File: src/rtl/gfx256_pkg.sv
// Shared types for the gfx256 pixel arbiter: FSM state encoding and requester limit.
package gfx256_pkg;

  typedef enum logic [1:0] {
    ARB_IDLE,
    ARB_ISSUE,
    ARB_WAIT_ACK
  } pixarb_state_e;

  localparam int ARB_MAX_REQ = 8;

endpackage

File: src/rtl/gfx256_pixel_arbiter_if.sv
// Bundle of requester-side and renderer-side signals around the pixel arbiter.
interface gfx256_pixel_arbiter_if #(
  parameter int NREQ        = 4,
  parameter int point_width = 16
);
  localparam int GW = $clog2(NREQ);

  logic [NREQ-1:0]             req_i;
  logic [NREQ*point_width-1:0] req_x_i;
  logic [NREQ*point_width-1:0] req_y_i;
  logic [NREQ*point_width-1:0] req_z_i;
  logic [NREQ*32-1:0]          req_color_i;
  logic [NREQ-1:0]             req_zen_i;
  logic [NREQ-1:0]             ack_o;
  logic                        write_o;
  logic [point_width-1:0]      pixel_x_o;
  logic [point_width-1:0]      pixel_y_o;
  logic [point_width-1:0]      pixel_z_o;
  logic [31:0]                 color_o;
  logic                        zbuffer_enable_o;
  logic                        ack_i;
  logic                        busy_o;
  logic [GW-1:0]               grant_o;
  logic                        timeout_o;

  modport slave (
    input  req_i, req_x_i, req_y_i, req_z_i, req_color_i, req_zen_i, ack_i,
    output ack_o, write_o, pixel_x_o, pixel_y_o, pixel_z_o, color_o,
           zbuffer_enable_o, busy_o, grant_o, timeout_o
  );

  modport master (
    output req_i, req_x_i, req_y_i, req_z_i, req_color_i, req_zen_i, ack_i,
    input  ack_o, write_o, pixel_x_o, pixel_y_o, pixel_z_o, color_o,
           zbuffer_enable_o, busy_o, grant_o, timeout_o
  );
endinterface

File: src/rtl/gfx_rr_arbiter.sv
// Combinational round-robin picker: first set request after the last grant, modulo N.
module gfx_rr_arbiter #(
  parameter int N = 4
) (
  input  logic [N-1:0]         req,
  input  logic [$clog2(N)-1:0] last,
  output logic                 any,
  output logic [$clog2(N)-1:0] winner
);
  localparam int IW = $clog2(N);

  int          idx;
  logic [IW-1:0] sel;

  // Scan from the farthest position back toward last+1 so the nearest hit wins.
  always_comb begin
    any    = 1'b0;
    winner = '0;
    idx    = 0;
    sel    = '0;
    for (int i = N; i >= 1; i--) begin
      idx = (int'(last) + i) % N;
      sel = IW'(idx);
      if (req[sel]) begin
        any    = 1'b1;
        winner = sel;
      end
    end
  end
endmodule

File: src/rtl/gfx256_pixel_arbiter.sv
// Round-robin arbiter sharing the gfx256 renderer among NREQ pixel sources;
// latches the winner's pixel, strobes write, waits for the renderer ack, acks the requester.
module gfx256_pixel_arbiter
  import gfx256_pkg::*;
#(
  parameter int NREQ        = 4,
  parameter int point_width = 16,
  parameter int TIMEOUT     = 1024
) (
  input logic                  clk_i,
  input logic                  rst_i,
  gfx256_pixel_arbiter_if.slave bus
);
  localparam int GW = $clog2(NREQ);
  localparam int CW = $clog2(TIMEOUT + 1);

  pixarb_state_e   state, state_next;
  logic [NREQ-1:0] eligible;
  logic            any;
  logic [GW-1:0]   winner;
  logic [CW-1:0]   wdog;
  logic            write_next, busy_next;
  logic [NREQ-1:0] ack_next;

  // A requester acked this cycle may still show req high; keep it out of this decision.
  assign eligible = bus.req_i & ~bus.ack_o;

  gfx_rr_arbiter #(.N(NREQ)) u_rr (
    .req    (eligible),
    .last   (bus.grant_o),
    .any    (any),
    .winner (winner)
  );

  always_ff @(posedge clk_i) begin
    if (rst_i) state <= ARB_IDLE;
    else       state <= state_next;
  end

  always_comb begin
    state_next = state;
    case (state)
      ARB_IDLE:     if (any) state_next = ARB_ISSUE;
      ARB_ISSUE:    state_next = ARB_WAIT_ACK;
      ARB_WAIT_ACK: if (bus.ack_i) state_next = ARB_IDLE;
      default:      state_next = ARB_IDLE;
    endcase
  end

  always_comb begin
    write_next = (state == ARB_IDLE) && any;
    busy_next  = (state_next != ARB_IDLE);
    ack_next   = '0;
    if (state == ARB_WAIT_ACK && bus.ack_i) ack_next = NREQ'(1) << bus.grant_o;
  end

  // Registered outputs, field latch and watchdog
  always_ff @(posedge clk_i) begin
    if (rst_i) begin
      bus.write_o          <= 1'b0;
      bus.busy_o           <= 1'b0;
      bus.ack_o            <= '0;
      bus.timeout_o        <= 1'b0;
      bus.grant_o          <= GW'(NREQ - 1);
      bus.pixel_x_o        <= '0;
      bus.pixel_y_o        <= '0;
      bus.pixel_z_o        <= '0;
      bus.color_o          <= '0;
      bus.zbuffer_enable_o <= 1'b0;
      wdog                 <= '0;
    end else begin
      bus.write_o <= write_next;
      bus.busy_o  <= busy_next;
      bus.ack_o   <= ack_next;
      if (state == ARB_IDLE && any) begin
        bus.grant_o          <= winner;
        bus.pixel_x_o        <= bus.req_x_i[int'(winner)*point_width +: point_width];
        bus.pixel_y_o        <= bus.req_y_i[int'(winner)*point_width +: point_width];
        bus.pixel_z_o        <= bus.req_z_i[int'(winner)*point_width +: point_width];
        bus.color_o          <= bus.req_color_i[int'(winner)*32 +: 32];
        bus.zbuffer_enable_o <= bus.req_zen_i[winner];
      end
      if (state == ARB_ISSUE) begin
        wdog <= '0;
      end else if (state == ARB_WAIT_ACK && wdog != CW'(TIMEOUT)) begin
        wdog <= wdog + 1'b1;
        if (wdog == CW'(TIMEOUT - 1)) bus.timeout_o <= 1'b1;
      end
    end
  end
endmodule

File: src/flat_wrapper.sv
// flat-port wrapper written by rule: the top's interface ports become plain ports
module gfx256_pixel_arbiter_flat import gfx256_pkg::*;
#(
  parameter int NREQ        = 4,
  parameter int point_width = 16,
  parameter int TIMEOUT     = 1024
)
  (clk_i, rst_i, bus_req_i, bus_req_x_i, bus_req_y_i, bus_req_z_i, bus_req_color_i, bus_req_zen_i, bus_ack_i, bus_ack_o, bus_write_o, bus_pixel_x_o, bus_pixel_y_o, bus_pixel_z_o, bus_color_o, bus_zbuffer_enable_o, bus_busy_o, bus_grant_o, bus_timeout_o);
  gfx256_pixel_arbiter_if #(.NREQ(NREQ), .point_width(point_width)) bus_i ();
  input logic clk_i;
  input logic rst_i;
  input wire logic [$bits(bus_i.req_i)-1:0] bus_req_i;
  input wire logic [$bits(bus_i.req_x_i)-1:0] bus_req_x_i;
  input wire logic [$bits(bus_i.req_y_i)-1:0] bus_req_y_i;
  input wire logic [$bits(bus_i.req_z_i)-1:0] bus_req_z_i;
  input wire logic [$bits(bus_i.req_color_i)-1:0] bus_req_color_i;
  input wire logic [$bits(bus_i.req_zen_i)-1:0] bus_req_zen_i;
  input wire logic [$bits(bus_i.ack_i)-1:0] bus_ack_i;
  output wire logic [$bits(bus_i.ack_o)-1:0] bus_ack_o;
  output wire logic [$bits(bus_i.write_o)-1:0] bus_write_o;
  output wire logic [$bits(bus_i.pixel_x_o)-1:0] bus_pixel_x_o;
  output wire logic [$bits(bus_i.pixel_y_o)-1:0] bus_pixel_y_o;
  output wire logic [$bits(bus_i.pixel_z_o)-1:0] bus_pixel_z_o;
  output wire logic [$bits(bus_i.color_o)-1:0] bus_color_o;
  output wire logic [$bits(bus_i.zbuffer_enable_o)-1:0] bus_zbuffer_enable_o;
  output wire logic [$bits(bus_i.busy_o)-1:0] bus_busy_o;
  output wire logic [$bits(bus_i.grant_o)-1:0] bus_grant_o;
  output wire logic [$bits(bus_i.timeout_o)-1:0] bus_timeout_o;
  assign bus_i.req_i = bus_req_i;
  assign bus_i.req_x_i = bus_req_x_i;
  assign bus_i.req_y_i = bus_req_y_i;
  assign bus_i.req_z_i = bus_req_z_i;
  assign bus_i.req_color_i = bus_req_color_i;
  assign bus_i.req_zen_i = bus_req_zen_i;
  assign bus_i.ack_i = bus_ack_i;
  assign bus_ack_o = bus_i.ack_o;
  assign bus_write_o = bus_i.write_o;
  assign bus_pixel_x_o = bus_i.pixel_x_o;
  assign bus_pixel_y_o = bus_i.pixel_y_o;
  assign bus_pixel_z_o = bus_i.pixel_z_o;
  assign bus_color_o = bus_i.color_o;
  assign bus_zbuffer_enable_o = bus_i.zbuffer_enable_o;
  assign bus_busy_o = bus_i.busy_o;
  assign bus_grant_o = bus_i.grant_o;
  assign bus_timeout_o = bus_i.timeout_o;
  gfx256_pixel_arbiter #(.NREQ(NREQ), .point_width(point_width), .TIMEOUT(TIMEOUT)) u_core (.clk_i(clk_i), .rst_i(rst_i), .bus(bus_i));
endmodule
File: config.mk
export PLATFORM = sky130hd
export DESIGN_NAME = gfx256_pixel_arbiter_flat
export DESIGN_NICKNAME = d
export VERILOG_FILES = /design/src/rtl/gfx256_pkg.sv /design/src/rtl/gfx256_pixel_arbiter_if.sv /design/src/rtl/gfx_rr_arbiter.sv /design/src/rtl/gfx256_pixel_arbiter.sv /design/src/flat_wrapper.sv
export SDC_FILE = /design/constraint.sdc
export NUM_CORES = 1
export LEC_CHECK = 0
export CAP_MARGIN = 0
export CELL_PAD_IN_SITES_DETAIL_PLACEMENT = 0
export CELL_PAD_IN_SITES_GLOBAL_PLACEMENT = 2
export CORE_MARGIN = 2
export CORE_UTILIZATION = 20
export DETAILED_ROUTE_END_ITERATION = 7
export GPL_TIMING_DRIVEN = 0
export PLACE_DENSITY = 0.88
export SKIP_CTS_REPAIR_TIMING = 1
export SLEW_MARGIN = 30
export SYNTH_ARGS = -nofsm -noshare
export SYNTH_HDL_FRONTEND = slang
export SYNTH_SLANG_ARGS = --single-unit
File: constraint.sdc
create_clock -name clk_i -period 4.55 [get_ports clk_i]
set_input_delay 0.91 -clock clk_i [delete_from_list [all_inputs] [get_ports clk_i]]
set_output_delay 0.91 -clock clk_i [all_outputs]
set_load 0.1 [all_outputs]
==> results of run 1 <==
==> state kept, by name, summed over array words and instances, names as in the netlist <==
register,count
u_core.state,2
u_core.bus.grant_o,2
u_core.bus.ack_o,4
u_core.bus.pixel_x_o,16
u_core.bus.timeout_o,1
u_core.bus.zbuffer_enable_o,1
u_core.bus.busy_o,1
u_core.bus.color_o,32
u_core.wdog,11
u_core.bus.write_o,1
u_core.bus.pixel_z_o,16
u_core.bus.pixel_y_o,16
==> power by group <==
group	leakage, uW	internal (uW)	switching (uW)
Clock	0.000151	398	455
Combinational	0.00316	747	1660
Sequential	0.000850	1040	82.2
Total	0.00416	2190	2200
==> metrics by stage <==
stage                     total power [uW]  instances  cell area, sq um  hold slack (ps)  util (%)
after global routing                  4590       1600             11100              507      36.5
after CTS                             4430       1599             11100              484      36.5
after floorplan                       2720        767              6170              476         -
after global placement                3560       1583             10900              457      35.6
final                                 4390       1600             11100              475      36.5
after detailed placement              3560       1583             10800              468      35.5
==> final cells by class <==
| class | count | area [sq um] |
|---|---|---|
| antenna | 1 | 2.50 |
| buffer | 84 | 364 |
| clock buffer | 9 | 225 |
| clock inverter | 7 | 86.3 |
| fill | 3146 | 19400 |
| inverter | 7 | 26.3 |
| multi-input combinational | 573 | 3710 |
| sequential | 103 | 2060 |
| tap | 396 | 495 |
| timing repair buffer | 420 | 4160 |
==> critical path, delay by kind of cell <==
kind                   cells  cell delay [ps]
AND/OR/NAND/NOR            3              650
buffers and inverters      3             1000
AO/OA/AOI/OAI              2              990
==> final timing paths <==
kind	endpoint	cells after the start	slack, ps
worst min-delay path	u_core.bus.timeout_o	2	470
worst max-delay path	u_core.bus.color_o[8]	8	1190
worst min register to register	u_core.bus.timeout_o	2	470
worst max register to register	u_core.bus.color_o[8]	7	1830
==> layer usage <==
metal,up-vias,GRT usage (%)
met3,33,4.50
met2,297,33.5
met5,-,0
met1,3739,25.1
met4,0,5.14
li1,3773,-
==> kinds of logic (layout without fill, tap and decap cells) <==
family,Yosys count,count (layout)
muxes,43,43
other,0,1
DFF,103,103
AOI/OAI and AO/OA,222,222
adders and majority gates,2,2
and+or+nand+nor,296,296
xor gates and xnor gates,10,10
buffers and inverters,91,527
==> cell usage in the layout (no fill, tap or decap), types with 2 or more instances in the layout <==
master / Yosys / routed
clkdlybuf4s50_1: 0 / 412
dfxtp_1: 103 / 103
and3_1: 77 / 77
nor2_1: 58 / 58
clkbuf_1: 47 / 47
nand2_1: 47 / 47
nand3_1: 47 / 47
buf_2: 36 / 44
a21o_1: 44 / 44
o211ai_1: 44 / 44
o21ai_0: 44 / 44
mux2i_1: 43 / 43
nor4_1: 41 / 41
a211oi_1: 38 / 38
a2111oi_0: 38 / 38
nand2b_1: 9 / 9
clkbuf_16: 0 / 9
inv_1: 6 / 6
xor2_1: 5 / 5
xnor2_1: 5 / 5
a21oi_1: 4 / 4
nor3_1: 4 / 4
nor2b_1: 3 / 3
nand3b_1: 3 / 3
nand4_1: 3 / 3
clkinv_8: 0 / 3
inv_6: 0 / 3
ha_1: 2 / 2
==> synth_stat cells, drive strengths merged (2+ instances only) <==
library cell and number:
dfxtp 103, and3 77, nor2 58, clkbuf 47, nand2 47, nand3 47, a21o 44, o211ai 44
o21ai 44, mux2i 43, nor4 41, a2111oi 38, a211oi 38, buf 37, nand2b 9, inv 7
xnor2 5, xor2 5, a21oi 4, nor3 4, nand3b 3, nand4 3, nor2b 3, a41oi 2
ha 2
==> run_results.csv, run 1 <==
group,metric,value,unit
detailed_routing,maxUsedRoutingLayer,"met4",
synth,yosysSeqAreaShare,33.4,%
sta,fin_tns_setup,0,ps
synth,post_synth_num_cell_types,40,
global_route,grt_pass1_wl,49200,microns
setup_path,worstPathMaxFanout,10,
synth,synth_area_leader_cell,"dfxtp_1",
global_route,grt_start_max_net_pins,22,
sta,timing.clock.skew,21.0,ps
global_route,grt-ovfl-total,0,
synth,post_synth_fa_ha_maj_area_fraction,0.406,%
cts,cts_tree,"yes",
pwr,power.leakage,0.00416,uW
sta,number_of_max_slew_violations_in_the_final_report,0,
cts,cts_inserted_buffers,9,
floorplan,die-area,0.0323,sq mm
floorplan,boundaryPins,421,
sta,setup_slack,1190,ps
floorplan,initial_utilization,20.2,%
synth,yosys_warnings,0,
setup_path,critPathLaunch,"bus_req_i[1]",
synth,post_synth.cell_area_avg,8.04,sq um
synth,post_synth_and_or_nand_nor_area_fraction,25.1,%
status,outcome,"finished clean",
setup_path,crit-reg2reg-launch,"u_core.bus.grant_o[0]",
floorplan,core_area,0.0305,sq mm
detailed_routing,met3RoutedLength,2020,microns
setup_path,setup.worst_path.end_class,"flip-flop",
pwr,power_density,394,mW/mm^2
layout,layout.nets,1531,
global_route,grt_antenna_before_repair,1,
setup_path,worst-endpoint-required,4760,ps
sta,final_hold_violation_count,0,
flow_run,maxCapViolations,0,
detailed_routing,dr_wl_met2,16000,microns
setup_path,crit_path_top_delay_cell,"a2111oi_0",
cts,number_of_clock_sinks_seen_by_cts,103,
synth,synthFlopType,"dfxtp_1",
synth,synth_xor_xnor_area_share,1.42,%
synth,synthTopCellsByArea,"dfxtp_1, and3_1, mux2i_1",
detailed_routing,first_iter_violations,425,
setup_path,worst-endpoint-arrival,3570,ps
worst_hold_path,worstHoldStart,"u_core.bus.timeout_o",
cts,path_clk_slew,90,ps
cts,cts_htree_levels,3,
sta,maxSlewHeadroom,30.0,%
sta,setup-violations-final,0,
sta,post-route-period-util,73.8,%
sta,timing_worst_slew_pin_value,1050,ps
synth,synth_top_area_share,33.4,%
synth,synth_top_family_by_area,"compound AO/OA/AOI/OAI gates",
setup_path,path_cells,"clkdlybuf4s50_1 -> nor2b_1 -> o211ai_1 -> buf_2 -> clkbuf_1 -> and3_1 -> a2111oi_0 -> nor4_1",
synth,muxShareOfSynthArea,6.98,%
detailed_routing,ant_nets,0,
synth,complex_gate_fraction_of_the_synthesized_area,26.3,%
sta,max_freq,298,MHz
detailed_routing,wirelength,33200,microns
global_route,grtUsageTotal,19.7,%
detailed_routing,m1WireLength,14500,microns
cts,ctsRootBufferMaster,"clkbuf_16",
placement,post-place-ws,896,ps
synth,async_flop_share,0,%
cts,worst_skew_pair.late_latency,370,ps
sta,rsz0062_at_grt,"false",
synth,synth_edf_count,0,
placement,place.port_buffers,420,
placement,place.gp.congestion,0.840,
sta,final.min_clock_period,3360,ps
cts,max-clock-path-buffers,2,
layout,synthToLayoutAreaGrowth,80.6,%
synth,synthCells,767,
floorplan,die_x,180,microns
detailed_routing,route.detailed.wl_per_inst,20.8,microns
setup_path,worst_setup_path_start_kind,"input pin",
detailed_routing,drt_drc_violations_left,0,
detailed_routing,detailroute.via_count,7842,
detailed_routing,detailedRoute.firstPassIterationCount,5,
setup_path,critPathMaxStageDelay,790,ps
global_route,vias_in_the_first_global_route,7973,
layout,final_layout_size_suffix_gt1_share,5.57,%
detailed_routing,avgViaCountPerCell,4.90,
synth,postSynthRegisterBits,103,
floorplan,fp.dieH,180,microns
placement,post_dp_hpwl,26000,microns
synth,post_synth_instance_area,0.00617,sq mm
setup_path,crit_type,"in -> reg",
pwr,irDropWorstVdd,0.000190,V
synth,synth.net_count,1100,
worst_hold_path,hold_path_class,"reg -> reg",
floorplan,placementRows,64,
No activity file was read; power rests on OpenSTA's default activity.
==> inputs of run 2 (changes only) <==
CORE_UTILIZATION = 18   (was 20)
PLACE_DENSITY = 0.8   (was 0.88)
clock period = 3.34 ns   (was 4.55 ns; I/O delays follow)
==> run_results.csv, run 2 (synthesized netlist as in run 1, its figures left out) <==
group,metric,value,unit
cts,cts_htree_levels,3,
layout,final_layout_size_suffix_gt1_share,5.49,%
layout,layout.cells.most_common_list,"clkdlybuf4s50_1, dfxtp_1, and3_1, nor2_1",
layout,mostFrequentLayoutCell,"clkdlybuf4s50_1",
detailed_routing,first_iter_violations,435,
setup_path,worst-endpoint-required,3600,ps
layout,top_register,"u_core.bus.color_o",
floorplan,core_area,0.0336,sq mm
pwr,power.share.sequential,25.7,%
status,outcome,"finished clean",
sta,rsz0062_at_grt,"false",
pwr,power.leakage,0.00416,uW
global_route,grt_pass1_wl,50400,microns
setup_path,worstPathMaxFanout,10,
floorplan,placementRows,67,
layout,largest_register_ffs,32,
setup_path,critPathMaxStageDelay,530,ps
sta,fin_tns_setup,0,ps
cts,worst_skew_pair.late_latency,370,ps
setup_path,reg2reg_depth,7,
cts,number_of_clock_sinks_seen_by_cts,103,
cts,cts_inserted_buffers,9,
layout,final_cells,1652,
placement,post_dp_hpwl,27100,microns
global_route,grtUsageTotal,18.7,%
detailed_routing,drt_drc_violations_left,0,
pwr,switching_share,49.4,%
detailed_routing,ant_nets,0,
setup_path,path_cells,"clkdlybuf4s50_1 -> nor2b_1 -> a22oi_1 -> a21oi_1 -> clkbuf_1 -> clkbuf_1 -> a2111oi_0 -> nor4_1",
global_route,grt_start_max_net_pins,17,
pwr,switching_power,2950,uW
sta,timing.clock.skew,18.0,ps
setup_path,crit_path_top_delay_cell,"clkdlybuf4s50_1",
floorplan,initial_utilization,18.3,%
layout,sequential_cell_area,0.00206,sq mm
worst_hold_path,min_delay_path_depth,2,
placement,place.gp.congestion,0.808,
sta,final.min_clock_period,3050,ps
sta,post-route-period-util,91.4,%
sta,maxSlewHeadroom,30.5,%
setup_path,crit_type,"in -> reg",
pwr,irDropWorstVdd,0.000241,V
pwr,cell_internal_pwr,3010,uW
placement,place_inst,1635,
layout,fillers,3590,
floorplan,die_x,189,microns
pwr,comb_power_share,55.3,%
detailed_routing,avgViaCountPerCell,4.69,
cts,cts_tree,"yes",
setup_path,setup.worst_path.end_class,"flip-flop",
placement,place.port_buffers,420,
pwr,power.share.clock,19.0,%
cts,ctsRootBufferMaster,"clkbuf_16",
floorplan,die-area,0.0358,sq mm
sta,final_hold_violation_count,0,
global_route,grt-ovfl-total,0,
layout,multi_input_area,0.00371,sq mm
setup_path,worst_setup_path_start_kind,"input pin",
layout,layout.nets,1531,
layout,synthToLayoutAreaGrowth,81.5,%
cts,max-clock-path-buffers,2,
sta,max_freq,328,MHz
setup_path,cp_common_cell,"clkbuf_1",
sta,setup-violations-final,0,
worst_hold_path,hold_path_class,"reg -> reg",
pwr,power_density,532,mW/mm^2
setup_path,worst-endpoint-arrival,3320,ps
detailed_routing,detailroute.via_count,7749,
floorplan,fp.dieH,189,microns
floorplan,boundaryPins,421,
global_route,grt_antenna_before_repair,0,
cts,path_clk_slew,80,ps
detailed_routing,route.detailed.wl_per_inst,21.1,microns
detailed_routing,wirelength,34800,microns
sta,number_of_max_slew_violations_in_the_final_report,0,
global_route,vias_in_the_first_global_route,7988,
sta,timing_worst_slew_pin_value,1040,ps
detailed_routing,detailedRoute.firstPassIterationCount,5,
flow_run,maxCapViolations,0,
==> run 2: cell count changes in the layout (fill, tap and decap cells not counted) <==
| cell | delta |
|---|---|
| clkdlybuf4s50_1 | +1 |
| inv_8 | -1 |
| clkinv_8 | -3 |
| inv_6 | -2 |
| clkbuf_8 | +3 |
| clkinv_4 | +1 |
| clkinv_2 | +2 |
| buf_2 | -1 |
==> run 2: cell type report <==
cell class	count	share of cell area [%]
repair buffers	420	37.2
multi-input cells	573	33.2
flip-flops and latches	103	18.4
well taps	448	5.01
plain buffers	84	3.25
clock buffers	12	2.38
clock inverters	4	0.246
inverters	7	0.235
diodes	1	0.0224
==> run 2: worst paths after layout <==
check / from / end / slack, ps
worst max register to register: u_core.state[0] / u_core.bus.pixel_x_o[8] / 470
worst min register to register: u_core.bus.timeout_o / u_core.bus.timeout_o / 460
worst min-delay path: u_core.bus.timeout_o / u_core.bus.timeout_o / 460
worst max-delay path: bus_req_i[1] / u_core.bus.pixel_z_o[7] / 290
==> run 2: metal layers <==
layer  share of wire [%]  vias to the layer above  track usage, %
met5                   0                        -               0
met4                 2.7                        0            6.04
met3                 6.0                       48            4.19
met2                  48                      281            31.4
met1                  44                     3662            23.7
li1                    -                     3758               -
==> run 2: per-stage QoR <==
step	util (%)	cell area [sq um]	power, uW	hold slack, ps	worst slack [ps]
floorplan	-	6170	3700	476	684
global placement	32.5	10900	4870	454	-124
detailed placement	32.4	10900	4860	457	-140
CTS	33.3	11200	6030	468	211
global route	33.3	11200	6220	486	66.9
finish	33.3	11200	5960	461	287
==> run 2: power by group through the flow <==
stage          clock network (uW)  logic (uW)  registers [uW]
3_5_place_dp                    0        3300            1560
3_3_place_gp                    0        3310            1560
5_1_grt                      1210        3450            1560
4_1_cts                      1180        3310            1540
6_report                     1130        3290            1530
2_1_floorplan                   0         814            2890
==> run 2: worst max-delay path: cells and delay by family <==
kind / cells / cell delay, ps
simple gates: 2 / 600
compound gates: 3 / 560
buf+inv: 3 / 1490
